===== src/rtl/gate_sweep_ctrl.sv =====
// Sweeps a 2-input gate through {A,B} = 00,10,11,01 and counts mismatches against the selected function.
// Optional first-mismatch log ports are enabled by defining GATE_SWEEP_ERRLOG_EN.
module gate_sweep_ctrl #(
   parameter int HOLD_CYC = 2
) (
   input  logic       clk,
   input  logic       rst_n,
   input  logic       start,
   input  logic       abort,
   input  logic [1:0] op_sel,
   input  logic       gate_o,
   output logic       gate_a,
   output logic       gate_b,
   output logic       busy,
   output logic       done,
   output logic       pass,
   output logic [2:0] err_cnt
`ifdef GATE_SWEEP_ERRLOG_EN
   ,
   output logic       fail_vld,
   output logic [1:0] fail_idx,
   output logic       fail_obs
`endif
);

   typedef enum logic [1:0] {S_IDLE, S_APPLY, S_CHECK, S_DONE} state_t;

   state_t     r_state;
   logic [3:0] r_hold;
   logic [1:0] r_idx;
   logic [1:0] r_op;
   logic       w_exp;
   logic       w_mis;
   logic [1:0] w_idx_nxt;

   // Index order 0..3 maps to {A,B} = 00,10,11,01 (a Gray sequence).
   function automatic logic vec_a(input logic [1:0] idx);
      return idx[1] ^ idx[0];
   endfunction

   function automatic logic vec_b(input logic [1:0] idx);
      return idx[1];
   endfunction

   assign w_idx_nxt = r_idx + 2'd1;

   always_comb begin
      w_exp = 1'b0;
      case (r_op)
         2'b00:   w_exp = gate_a | gate_b;
         2'b01:   w_exp = gate_a & gate_b;
         2'b10:   w_exp = gate_a ^ gate_b;
         default: w_exp = ~(gate_a & gate_b);
      endcase
      w_mis = (gate_o != w_exp);
   end

   always_ff @(posedge clk or negedge rst_n) begin
      if (!rst_n) begin
         r_state  <= S_IDLE;
         r_hold   <= 4'd0;
         r_idx    <= 2'd0;
         r_op     <= 2'd0;
         gate_a   <= 1'b0;
         gate_b   <= 1'b0;
         busy     <= 1'b0;
         done     <= 1'b0;
         pass     <= 1'b0;
         err_cnt  <= 3'd0;
`ifdef GATE_SWEEP_ERRLOG_EN
         fail_vld <= 1'b0;
         fail_idx <= 2'd0;
         fail_obs <= 1'b0;
`endif
      end else begin
         done <= 1'b0;
         if (r_state != S_IDLE && abort) begin
            // Cancel keeps the partial error count but never reports a pass.
            r_state <= S_IDLE;
            gate_a  <= 1'b0;
            gate_b  <= 1'b0;
            busy    <= 1'b0;
            pass    <= 1'b0;
         end else begin
            case (r_state)
               S_IDLE: begin
                  if (start) begin
                     r_state  <= S_APPLY;
                     r_op     <= op_sel;
                     r_idx    <= 2'd0;
                     r_hold   <= 4'd0;
                     err_cnt  <= 3'd0;
                     pass     <= 1'b0;
                     busy     <= 1'b1;
                     gate_a   <= vec_a(2'd0);
                     gate_b   <= vec_b(2'd0);
`ifdef GATE_SWEEP_ERRLOG_EN
                     fail_vld <= 1'b0;
                     fail_idx <= 2'd0;
                     fail_obs <= 1'b0;
`endif
                  end
               end
               S_APPLY: begin
                  if (r_hold == 4'(HOLD_CYC - 1)) r_state <= S_CHECK;
                  else                             r_hold  <= r_hold + 4'd1;
               end
               S_CHECK: begin
                  if (w_mis) err_cnt <= err_cnt + 3'd1;
`ifdef GATE_SWEEP_ERRLOG_EN
                  if (w_mis && !fail_vld) begin
                     fail_vld <= 1'b1;
                     fail_idx <= r_idx;
                     fail_obs <= gate_o;
                  end
`endif
                  if (r_idx == 2'd3) begin
                     // Last vector: fold this cycle's result into pass directly.
                     r_state <= S_DONE;
                     done    <= 1'b1;
                     pass    <= (err_cnt == 3'd0) && !w_mis;
                     gate_a  <= 1'b0;
                     gate_b  <= 1'b0;
                  end else begin
                     r_state <= S_APPLY;
                     r_idx   <= w_idx_nxt;
                     r_hold  <= 4'd0;
                     gate_a  <= vec_a(w_idx_nxt);
                     gate_b  <= vec_b(w_idx_nxt);
                  end
               end
               default: begin
                  r_state <= S_IDLE;
                  busy    <= 1'b0;
               end
            endcase
         end
      end
   end

endmodule


===== config.mk =====
export PLATFORM = sky130hd
export DESIGN_NAME = gate_sweep_ctrl
export DESIGN_NICKNAME = d
export VERILOG_FILES = /design/src/rtl/gate_sweep_ctrl.sv
export SDC_FILE = /design/constraint.sdc
export NUM_CORES = 1
export LEC_CHECK = 0
export ABC_AREA = 1
export BUFFER_PORTS_ARGS = -buffer_cell sky130_fd_sc_hd__buf_2
export CORE_UTILIZATION = 56
export CTS_CLUSTER_DIAMETER = 60
export CTS_CLUSTER_SIZE = 16
export DETAILED_ROUTE_END_ITERATION = 8
export PLACE_DENSITY = 0.88
export SKIP_LAST_GASP = 1
export SLEW_MARGIN = 20
export SYNTH_ARGS = -nofsm -noshare
export SYNTH_HDL_FRONTEND = slang
export SYNTH_SLANG_ARGS = --single-unit
export TNS_END_PERCENT = 10

===== constraint.sdc =====
create_clock -name clk -period 2.06 [get_ports clk]
set_input_delay 0.309 -clock clk [delete_from_list [all_inputs] [get_ports clk]]
set_output_delay 0.309 -clock clk [all_outputs]
set_load 0.1 [all_outputs]

==> impl_metrics.toml, run 1 <==
[detailed_routing]
vias_per_cell = 5.30
dr.first_iter.drc_count = 14
wl_um = 2320
route.detailed.drc = 0
post_drt_wl_per_cell_um = 13.2
route.vias.total = 933
antenna_left = 0
drt-pass1-iter-count = 4

[power]
p_seq_frac = 0.279
p_leak_nw = 0.672
switchingPower_w = 0.00116
p_int_w = 0.000894
finalPower_w = 0.00206
ir_drop_uv = 983
combinationalPowerShare = 0.632
power.density_nw_per_um2 = 1600
clock_power_share = 0.089
power_switching_share = 0.565

[floorplanning]
pin_count = 15
num_rows = 16
die_y_um = 47.5
dieArea_um2 = 2260
coreArea_um2 = 1960
die_x_um = 47.5
start_util = 0.591

[critical_path]
slowest_delay_ns = 0.46
cp_data_arrival_time_ns = 1.93
path_cells = "inv_2, ha_1, nand2_2, nand2_1, nor2_4, o21ai_4, a21oi_1, a21oi_1"
reg2regPathDepth = 8
crit_type = "reg -> reg"
start_kind = "register"
slowest_stage = "dfrtp_1"
cp_data_required_time_ns = 2.29
path_depth = 8
path_max_fanout = 9
cp_top_family = "flip-flops"
path_buf_inv = 1
cp-end-kind = "register"
crit_top_cell = "a21oi_1"

[yosys]
syn-instance-count = 132
synth-seq-area-share = 0.388
synthDistinctLibCells = 24
ys_ff_latch = 18
yosysWarningCount = 0
synth_area_per_cell_um2 = 8.79
synth_nets = 150
netlist_area_um2 = 1160

[global_routing]
grt_max_degree = 19
track_usage = 0.230
grt-ovfl-total = 0
antenna_found_initial = 0
grt_pass1_vias = 856
grt_pass1_wl_um = 3530

[clock_tree]
cts.sinks = 18
clk_latency_ns = 0.31
cts_tree = "built"
numCtsBuffers = 3
post_cts_buffers = 0
cts_hold_buf = 1
htree_levels = 1
clkTransAtPathRegs_ns = 0.10
cts_resized = 0
clk_path_buf_depth = 2
root_buffer = "clkbuf_4"

[timing]
finalSetupViolCount = 0
worst_slew_pin_slew_ns = 0.484
hold_violations = 0
fin_ws_ns = 0.356
fin_crit_ns = 1.70
slew_viol_final = 0
clock_skew_ns = 0.00375
timing.setup.tns_ns = 0
max_slew_margin = 0.679
period_share = 0.827
rsz0062_at_grt = "false"
fmax_mhz = 587

[placed_design]
place.port_buffers = 14
dp_hpwl_um = 1800
pre_cts_slack_ns = 0.415
detailed_place.area_um2 = 1260
gp_congestion = 0.843

[finish]
area_growth_pct = 11.1
n_antenna_cell = 0
final_cell_area_um2 = 1290
fillers = 167
nets = 169
drive_gt1_frac = 0.262

[run]
maxCapViolCount = 0

[outcome]
outcome = "finished, final reports clean"

[worst_hold_path]
min_path_cells = 3
holdCritPathClass = "in -> reg"
cells by family (layout without fill, tap and decap cells):
logic type,after synthesis,count (layout),synth area share
compound gates,22,22,0.150
flops,18,18,0.388
buf+inv,20,37,0.0680
fa+ha+maj,11,11,0.119
xor+xnor,4,4,0.0302
simple gates,57,57,0.245
registers in the layout (all words and copies together) (netlist names):
signal and cells:
busy 1, done 1, err_cnt 3, gate_a 1, gate_b 1, pass 1
r_hold 4, r_idx 2, r_op 2, r_state 2
layout make-up:
| cell class | count | area, um^2 | share of cell area |
|---|---|---|---|
| sequential | 18 | 450 | 0.350 |
| multi-input combinational | 94 | 631 | 0.489 |
| clock buffer | 3 | 22.5 | 0.0175 |
| timing repair buffer | 15 | 80.1 | 0.0621 |
| inverter | 19 | 71.3 | 0.0553 |
| tap | 27 | 33.8 | 0.0262 |
final timing paths:
kind / slack [ns] / start / endpoint
min in group asynchronous: 0.46 / rst_n / gate_b$_DFFE_PN0P_
worst min register to register: 0.51 / r_idx[1]$_DFFE_PN0P_ / r_idx[1]$_DFFE_PN0P_
worst max-delay path: 0.36 / r_state[0]$_DFFE_PN0P_ / r_hold[0]$_DFFE_PN0P_
max in group asynchronous: 1.32 / rst_n / r_state[0]$_DFFE_PN0P_
worst min-delay path: 0.25 / op_sel[1] / r_op[1]$_DFFE_PN0P_
worst max register to register: 0.36 / r_state[0]$_DFFE_PN0P_ / r_hold[0]$_DFFE_PN0P_
synth_stat cells (all sizes together):
library cell | count | area [um^2]
o21ai | 10 | 80.1
dfrtp | 18 | 450
nand4 | 4 | 25.0
buf | 1 | 7.51
nor2 | 10 | 55.1
ha | 11 | 138
a21oi | 6 | 30.0
o31ai | 5 | 57.6
o22ai | 1 | 6.26
nand2 | 36 | 166
inv | 19 | 71.3
xor2 | 1 | 8.76
nand3b | 1 | 7.51
xnor2 | 3 | 26.3
nand3 | 6 | 30.0
per-layer routing:
metal  share of wire  wire (um)  GRT usage
met2            0.48       1120      0.389
met5               0          0          0
met4           0.027         63      0.114
met1            0.46       1060      0.273
met3           0.030         70     0.0528
through the flow:
stage               hold slack [ns]  instances  utilization
floorplan                    0.0134        132            -
global placement              0.251        172        0.640
detailed placement            0.259        172        0.640
CTS                           0.255        176        0.657
global route                  0.280        176        0.657
finish                        0.246        176        0.657
layout by cell type (no fill, tap or decap), drive strengths merged:
cell,count
a21oi,6
buf,14
clkbuf,3
dfrtp,18
dlygate4sd3,1
ha,11
inv,19
nand2,36
nand3,6
nand3b,1
nand4,4
nor2,10
o21ai,10
o22ai,1
o31ai,5
xnor2,3
xor2,1
worst register-to-register path, stage by stage, from the launching register on:
cell and delay, ns:
dfrtp_1 0.46, inv_2 0.12, ha_1 0.38, nand2_2 0.14, nand2_1 0.13, nor2_4 0.06, o21ai_4 0.11, a21oi_1 0.08
a21oi_1 0.16
power by group through the flow:
stage,Sequential [W],Combinational [W],Clock (W)
global placement,0.000564,0.00123,0
global route,0.000591,0.00141,0.000199
finish,0.000574,0.00130,0.000182
floorplan,0.000854,0.000782,0
detailed placement,0.000578,0.00129,0
CTS,0.000571,0.00130,0.000179
Note: power is estimated with default switching activity, not from simulation.
==> inputs of run 2 (changes only) <==
- ABC_AREA: 1 -> 0
- CORE_UTILIZATION: 56 -> 57
- clock period: 2.06 -> 1.8 ns (I/O delays scaled with it)
==> impl_metrics.toml, run 2 <==
[outcome]
outcome = "finished, final reports clean"

[finish]
drive_gt1_frac = 0.346
final_cell_mix = "16 x dfrtp_1, 14 x buf_2, 11 x nand2_1, 11 x o21ai_0, 10 x buf_4"
fillers = 142
multiInputGateArea_um2 = 778
final_cell_area_um2 = 1510
largest-register = "r_hold"
n_antenna_cell = 0
reg_top3 = "r_hold x4, err_cnt x3"
final_common_cell = "dfrtp_1"
nets = 175
layout.area.seq_um2 = 458
area_growth_pct = 21.4
utilization = 0.754
largest_reg_flops = 4

[timing]
fmax_mhz = 562
finalSetupViolCount = 0
clock_skew_ns = 0.00349
fin_hold_ws_ns = 0.201
max_slew_margin = 0.678
slew_viol_final = 0
fin_crit_ns = 1.78
rsz0062_at_grt = "true"
period_share = 0.988
hold_violations = 0
worst_slew_pin_slew_ns = 0.486

[critical_path]
reg2reg_slack_ns = 0.02
cp-end-kind = "register"
crit_type = "reg -> reg"
critPathLaunch = "gate_b$_DFFE_PN0P_"
r2r_end = "err_cnt[1]$_DFFE_PN0P_"
reg2regPathDepth = 6
critPathCapture = "err_cnt[1]$_DFFE_PN0P_"
path_max_fanout = 4
start_kind = "register"
r2r_start = "gate_b$_DFFE_PN0P_"
cp_data_required_time_ns = 2.02
cp_data_arrival_time_ns = 2.00

[yosys]
ys_ff_latch = 18
synth-edff-count = 0
synthArstFlopShare = 1.00
synth_nets = 148
synthDistinctLibCells = 48
synth_common_cells = "18 x dfrtp_1, 12 x inv_1, 12 x nand2_1"
synth_top_flop_cell = "dfrtp_1"
netlist_area_um2 = 1240
syn-instance-count = 130
yosysWarningCount = 0
synth.largest_area_cell = "dfrtp_1"
synth_top_area_frac = 0.362
synth-seq-area-share = 0.362
yosys-top-cells-area = "dfrtp_1 36%, ha_1 11%, o21ai_0 4.4%"
yosysMostFrequentCell = "dfrtp_1"
synth_area_per_cell_um2 = 9.57

[clock_tree]
cts.sinks = 18
cts_tree = "built"
clk_latency_ns = 0.30
numCtsBuffers = 3
clk_path_buf_depth = 2
htree_levels = 1
root_buffer = "clkbuf_4"
clkTransAtPathRegs_ns = 0.10

[floorplanning]
num_rows = 16
dieArea_um2 = 2370
start_util = 0.621
die_x_um = 48.7
pin_count = 15
die_y_um = 48.7
coreArea_um2 = 2000

[power]
finalPower_w = 0.00269
power.density_nw_per_um2 = 1780
ir_drop_uv = 1250
p_leak_nw = 0.710

[detailed_routing]
vias_per_cell = 5.75
route.detailed.drc = 0
drt-pass1-iter-count = 4
wl_um = 2570
antenna_left = 0
post_drt_wl_per_cell_um = 14.0
dr.first_iter.drc_count = 24
route.vias.total = 1053

[global_routing]
grt_pass1_vias = 1011
antenna_found_initial = 0
track_usage = 0.239
grt-ovfl-total = 0
grt_pass1_wl_um = 4340
grt_max_degree = 19

[worst_hold_path]
holdCritPathClass = "in -> reg"

[placed_design]
place.port_buffers = 14
dp_hpwl_um = 1890
gp_congestion = 0.889
detailed_place.area_um2 = 1400

[run]
maxCapViolCount = 0
-- run 2: critical path, cell delays in order (launching register included) --
cell	delay [ns]
dfrtp_4	0.52
ha_4	0.18
nor2b_4	0.16
a21oi_2	0.06
xnor2_2	0.17
a221oi_2	0.35
mux2i_1	0.25
-- run 2: stage by stage --
stage	worst slack, ns	setup TNS (ns)	instances
after floorplan	-0.0386	-0.0764	130
after global placement	0.0632	0	176
after global routing	-0.0369	-0.0740	183
final	0.0222	0	183
after CTS	0.00147	0	181
after detailed placement	-0.0287	-0.0407	176
-- run 2: what timing repair did --
action,in CTS,in global routing
endpoints found under the hold margin,18,0
hold buffers,1,0
resized for setup,1,12
pin swaps,0,5
setup endpoints to repair,4,10
buffers inserted,0,2
-- run 2: cell families after synthesis --
logic type | Yosys count | synth area share
mux | 6 | 0.0513
fa+ha+maj | 11 | 0.111
flops | 18 | 0.362
simple gates | 39 | 0.187
buf+inv | 16 | 0.0553
xor+xnor | 3 | 0.0332
compound gates | 37 | 0.200
-- run 2: where the power goes --
part           switching (W)  internal [W]
Combinational        0.00111      0.000664
Clock               0.000129      0.000123
Sequential          0.000113      0.000546
Total                0.00135       0.00133
-- run 2: cell type report --
cell class,instances,share of cell area
clock buffers,4,0.0240
inverters,13,0.0323
multi-input cells,96,0.515
flip-flops and latches,18,0.303
well taps,27,0.0224
repair buffers,25,0.103
-- run 2: metal layers --
layer  track usage  up-vias  routed length (um)
met4        0.0784        0                  36
met2         0.414       33                1270
met3        0.0314        5                 106
li1              -      510                   -
met1         0.305      505                1160
met5             0        -                   0
-- run 2: worst min-delay path by stage --
| stage | end | slack [ns] | cells past startpoint | start |
|---|---|---|---|---|
| after floorplan | busy$_DFFE_PN0P_ | -0.03 | 0 | rst_n |
| after global placement | gate_a$_DFFE_PN0P_ | 0.22 | 1 | rst_n |
| after detailed placement | pass$_DFFE_PN0P_ | 0.22 | 1 | rst_n |
| after CTS | r_op[0]$_DFFE_PN0P_ | 0.20 | 2 | op_sel[0] |
| after global routing | r_op[0]$_DFFE_PN0P_ | 0.20 | 2 | op_sel[0] |
| final | r_op[0]$_DFFE_PN0P_ | 0.20 | 2 | op_sel[0] |
